<file path="src/rtl/stream_demux_1_2.sv">
// 1:2 packet-aware stream demultiplexer with a one-entry register stage per output.
// Optional per-output beat counters are enabled with `define STREAM_DEMUX_BEAT_COUNT_EN.
module stream_demux_1_2 #(
    parameter int WIDTH = 2,
    parameter int CNTW  = 8
) (
    input  logic             clk,
    input  logic             rst,
    input  logic [WIDTH-1:0] in_data,
    input  logic             in_valid,
    input  logic             in_last,
    input  logic             in_sel,
    output logic             in_ready,
    output logic [WIDTH-1:0] out0_data,
    output logic             out0_valid,
    output logic             out0_last,
    input  logic             out0_ready,
    output logic [WIDTH-1:0] out1_data,
    output logic             out1_valid,
    output logic             out1_last,
    input  logic             out1_ready,
    output logic             busy
`ifdef STREAM_DEMUX_BEAT_COUNT_EN
    ,
    output logic [CNTW-1:0]  cnt0,
    output logic [CNTW-1:0]  cnt1
`endif
);

    localparam logic [0:0] IDLE   = 1'b0;
    localparam logic [0:0] LOCKED = 1'b1;

    logic [0:0] state;
    logic       lock_sel;
    logic       free0;
    logic       free1;
    logic       dest;
    logic       acc;
    logic       load0;
    logic       load1;

    // A channel can take a beat if it is empty or draining this cycle.
    assign free0    = !out0_valid || out0_ready;
    assign free1    = !out1_valid || out1_ready;
    assign dest     = (state == IDLE) ? in_sel : lock_sel;
    assign in_ready = (dest ? free1 : free0) && !rst;
    assign acc      = in_valid && in_ready;
    assign load0    = acc && !dest;
    assign load1    = acc && dest;
    assign busy     = (state == LOCKED);

    always_ff @(posedge clk or posedge rst) begin
        if (rst) begin
            state    <= IDLE;
            lock_sel <= 1'b0;
        end else if (acc) begin
            if (in_last) begin
                state <= IDLE;
            end else if (state == IDLE) begin
                state    <= LOCKED;
                lock_sel <= in_sel;
            end
        end
    end

    always_ff @(posedge clk or posedge rst) begin
        if (rst) begin
            out0_valid <= 1'b0;
            out0_data  <= '0;
            out0_last  <= 1'b0;
        end else if (load0) begin
            out0_valid <= 1'b1;
            out0_data  <= in_data;
            out0_last  <= in_last;
        end else if (out0_ready) begin
            out0_valid <= 1'b0;
        end
    end

    always_ff @(posedge clk or posedge rst) begin
        if (rst) begin
            out1_valid <= 1'b0;
            out1_data  <= '0;
            out1_last  <= 1'b0;
        end else if (load1) begin
            out1_valid <= 1'b1;
            out1_data  <= in_data;
            out1_last  <= in_last;
        end else if (out1_ready) begin
            out1_valid <= 1'b0;
        end
    end

`ifdef STREAM_DEMUX_BEAT_COUNT_EN
    // Counters wrap naturally from all-ones to zero.
    always_ff @(posedge clk or posedge rst) begin
        if (rst) begin
            cnt0 <= '0;
            cnt1 <= '0;
        end else begin
            if (load0) cnt0 <= cnt0 + 1'b1;
            if (load1) cnt1 <= cnt1 + 1'b1;
        end
    end
`endif

endmodule
</file>
<file path="config.mk">
export PLATFORM = sky130hd
export DESIGN_NAME = stream_demux_1_2
export DESIGN_NICKNAME = d
export VERILOG_FILES = /design/src/rtl/stream_demux_1_2.sv
export SDC_FILE = /design/constraint.sdc
export NUM_CORES = 1
export LEC_CHECK = 0
export CORE_UTILIZATION = 30
export CTS_CLUSTER_SIZE = 28
export DETAILED_ROUTE_END_ITERATION = 12
export PLACE_DENSITY = 0.63
export SLEW_MARGIN = 25
export SYNTH_ARGS = -nofsm -noshare
export SYNTH_HDL_FRONTEND = slang
export SYNTH_SLANG_ARGS = --single-unit
export TNS_END_PERCENT = 10
</file>
<file path="constraint.sdc">
create_clock -name clk -period 1.89 [get_ports clk]
set_input_delay 0.378 -clock clk [delete_from_list [all_inputs] [get_ports clk]]
set_output_delay 0.378 -clock clk [all_outputs]
set_load 0.05 [all_outputs]
</file>
### Word level (Yosys, flattened, before mapping)

Cells that the tools add are included.

| operators by class | value |
|---|---|
| mux-type cells | 7 |
| bitwise operators | 1 |
| reductions and logical operators | 13 |

Operator list:

| cell | number |
|---|---|
| $mux 1 | 7 |
| $logic_and 1x1->1 | 4 |
| $logic_not 1->1 | 4 |
| $reduce_bool 2->1 | 2 |
| $logic_or 1x1->1 | 2 |
| $reduce_and 2->1 | 1 |
| $not 1->1 | 1 |

| word-level totals | value |
|---|---|
| register bits after elaboration | 10 |
| output and inout port bits | 10 |

### Longest topological paths before layout

| logic depth | value |
|---|---|
| depth in word-level cells | 7 |
| gate-level depth with buffers | 4 |

### Worst setup path before layout

OpenSTA, ideal clock, no wires.

| path | value |
|---|---|
| path kind | reg-to-output |
| start | reg state (netlist: busy) |
| end | out in_ready |
| data arrival time | 2,406 ps |
| data required time | 1,512 ps |
| setup slack | -894 ps |
| stages on the path, launching flop included | 4 |
| path buffers | 0 |
| cell sequence | dfrtp_1 -> mux2i_2 -> nor2_1 -> a211oi_1 |

| on the way | value |
|---|---|
| word-level cells in the longest chain between the ends | 3 |

RTL lines:

| item | RTL line | text |
|---|---|---|
| start: declaration | 33 | `logic [0:0] state;` |
| start signal: assignment | 54 | `state <= IDLE;` |
| start signal: assignment | 58 | `state <= IDLE;` |
| start signal: assignment | 60 | `state <= LOCKED;` |
| $mux 1 | -- |  |
| $mux 1 | 46 | `assign in_ready = (dest ? free1 : free0) && !rst;` |
| $logic_and 1x1->1 | 46 |  |
| end: declaration | 13 | `output logic in_ready,` |

No other way between the ends.

### Worst setup path after layout

| path | value |
|---|---|
| start | in out0_ready |
| end | out in_ready |

| on the way | value |
|---|---|
| word-level cells in the longest chain between the ends | 3 |

RTL lines:

| item | RTL line | text |
|---|---|---|
| start: declaration | 17 | `input logic out0_ready,` |
| $logic_or 1x1->1 | 43 | `assign free0 = !out0_valid \|\| out0_ready;` |
| $mux 1 | 46 |  |
| $logic_and 1x1->1 | 46 |  |

No other way between the ends.

==> flow_metrics.py <==
metrics = {
    "yosys": {
        "ys.warnings.count": 0,
        "synthAdderAreaFrac_pct": 0,
        "ys_seq_area_share_pct": 55.6,
        "ys_seq_elements": 10,
        "synth_top_family_by_area": "multiplexers",
        "synth_compound_area_share_pct": 6.67,
        "yosys-mux-area-fraction_pct": 20.3,
        "synth-xor-area-share_pct": 0,
        "avgSynthCellArea_sq_um": 12.5,
        "synth_simple_gate_area_share_pct": 15.8,
        "synth_cell_types": 17,
        "synth_nets": 45,
        "synth_area_sq_um": 450,
        "syn_inst": 36,
    },
    "sta": {
        "fin_crit_sh_pct": 96.3,
        "tightest_slew_ns": 0.499,
        "min_period_ns": 1.82,
        "clock.fmax_ghz": 0.550,
        "setup_viol": 0,
        "fin_skew_ns": 0.00853,
        "hold_violations": 0,
        "slew_headroom_pct": 66.6,
        "holdWs_ns": 0.494,
        "drv_slew": 0,
        "tns_ns": 0,
        "rsz0062_at_grt": "false",
    },
    "die": {
        "start_util_pct": 33.4,
        "row_count": 13,
        "die_x_um": 40.8,
        "core_sq_um": 1350,
        "io_pins": 19,
        "die_h_um": 40.8,
        "die-area_sq_um": 1660,
    },
    "placed_design": {
        "dp_cells": 72,
        "portBuffers": 18,
        "dp_hpwl_um": 680,
        "gp_congestion": 0.647,
    },
    "detailed_routing": {
        "ant_nets": 0,
        "via_per_inst": 4.70,
        "wl_per_cell_um": 11.9,
        "vias": 357,
        "drt-total-wl_um": 904,
        "drc": 0,
        "dr.pass1.iters": 3,
        "drt-initial-drc-count": 2,
    },
    "hold_path": {
        "whs_path_depth": 1,
        "min_path_type": "reg2reg",
        "min_to": "out0_last$_DFFE_PP0P_",
        "min-delay-start": "out0_last$_DFFE_PP0P_",
    },
    "global_routing": {
        "antenna_found_initial": 0,
        "track_usage_pct": 14.7,
        "grt_pass1_vias": 375,
        "grt_pass1_wl_um": 1500,
        "grt-ovfl-total": 0,
        "grt_max_degree": 11,
    },
    "final_layout": {
        "area_growth_pct": 62.8,
        "antennaDiodeCount": 0,
        "fin_nets": 71,
        "final_cells": 76,
        "drive_gt1_share_pct": 27.9,
    },
    "clock_network": {
        "ctsHtreeMaxLevel": 1,
        "post_cts_buffers": 0,
        "cts_buffer_depth": 2,
        "cts_buffers": 3,
        "clk_pin_slew_ns": 0.07,
        "cts.hold.buffers_added": 0,
        "clock-root-buffer": "clkbuf_4",
        "tritoncts": "yes",
        "clk-insertion-delay-late_ns": 0.27,
        "post_cts_resized": 0,
        "cts_sinks": 10,
    },
    "critical_path": {
        "startpoint_type": "input port",
        "rr_worst_depth": 4,
        "worstPathRequired_ns": 1.51,
        "max_stage_delay_ns": 0.46,
        "end_kind": "output port",
        "cp_slowest_cell": "clkdlybuf4s50_1",
        "cp_cell_sequence": "clkdlybuf4s50_1 > nor2b_1 > buf_4 > a211oi_4 > buf_12",
        "arrival_ns": 1.44,
        "crit_fanout": 4,
        "r2r_slack_ns": 0.34,
        "r2r_start": "busy$_DFFE_PP0N_",
        "r2r_end": "out1_data[0]$_DFFE_PP0P_",
        "worst-setup-path-type": "in2out",
        "cp_num_buf_inv": 3,
        "crit_family": "buffers and inverters",
    },
    "pwr": {
        "p_clk_share_pct": 12.9,
        "sw_frac_of_total_pct": 45.9,
        "combinationalPowerShare_pct": 57.1,
        "switching_power_mw": 0.543,
        "power_frac_seq_pct": 30.0,
        "ir_drop_uv": 790,
        "p_int_mw": 0.638,
        "power_density_nw_per_um2": 1610,
        "power.total_mw": 1.18,
        "leakage_nw": 0.320,
    },
    "outcome": {
        "status": "complete, no violations",
    },
    "flow_run": {
        "drv_cap": 0,
    },
}
[layout by cell type, fill, tap and decap left out, drive strengths merged]
cell type	synthesis	final
dlymetal6s2s	0	1
o31ai	1	1
nor3	2	2
nand2	1	1
a21oi	1	1
clkdlybuf4s50	0	15
a211oi	1	1
nand2b	2	2
nor2	3	3
or2b	1	1
nor2b	2	2
inv	2	2
dfrtp	10	10
mux2i	2	2
o21ai	2	2
buf	0	5
clkbuf	0	4
mux2	6	6
[stage by stage]
step / worst slack (ns) / utilization, % / area (sq um)
3_3_place_gp: 0.0148 / 52.2 / 704
3_5_place_dp: 0.0105 / 52.2 / 704
6_report: 0.0705 / 54.3 / 733
2_1_floorplan: -0.00414 / - / 475
5_1_grt: 0.0236 / 54.3 / 733
4_1_cts: 0.0193 / 54.1 / 731
[power groups by stage]
stage          Clock [mW]  Combinational, mW  Sequential [mW]
4_1_cts             0.160              0.680            0.357
5_1_grt             0.171              0.712            0.369
2_1_floorplan           0              0.155            0.648
6_report            0.152              0.674            0.355
3_3_place_gp            0              0.678            0.361
3_5_place_dp            0              0.678            0.360
[routing by layer]
layer / vias to the layer above / global-route usage (%) / part of all wire (%)
li1: 177 / - / -
met1: 157 / 17.9 / 47
met2: 19 / 21.4 / 38
met3: 4 / 3.80 / 11
met4: 0 / 12.5 / 4.6
met5: - / 0 / 0
[cell type report]
| cell class | count | area, sq um |
|---|---|---|
| well taps | 15 | 18.8 |
| fillers | 131 | 617 |
| multi-input cells | 24 | 216 |
| repair buffers | 21 | 213 |
| inverters | 2 | 7.51 |
| flip-flops and latches | 10 | 251 |
| clock buffers | 4 | 26.3 |
[cells in the mapped netlist]
library cell	n	share of area, %
o31ai_1	1	1.7
dfrtp_1	10	56
or2b_1	1	1.7
o21ai_0	2	2.2
a211oi_1	1	1.7
mux2_1	3	7.5
nand2b_1	2	2.8
a21oi_1	1	1.1
mux2_2	3	7.5
mux2i_1	1	2.2
nor2_1	3	2.5
mux2i_2	1	3.1
nor3_4	1	3.6
inv_1	2	1.7
nor3_1	1	1.1
nand2_2	1	1.4
nor2b_1	2	2.8
[worst max-delay path by stage]
stage                           startpoint                     to  cells after the start
after floorplan           busy$_DFFE_PP0N_               in_ready                      3
after global placement              in_sel  out1_last$_DFFE_PP0P_                      5
after detailed placement            in_sel  out1_last$_DFFE_PP0P_                      5
after CTS                           in_sel               in_ready                      5
after global routing            out0_ready               in_ready                      5
final                           out0_ready               in_ready                      5
[cell families (layout without fill, tap and decap cells)]
kind of cell	Yosys count	in the layout
AO/OA/AOI/OAI	5	5
buffers and inverters	2	27
flip-flops	10	10
multiplexers	8	8
AND/OR/NAND/NOR	11	11
[registers in the layout, indices dropped and copies added (netlist names)]
name        flops
out0_last       1
out0_data       2
lock_sel        1
out1_valid      1
out0_valid      1
out1_last       1
busy            1
out1_data       2
Power figures use the tool's default switching activity.
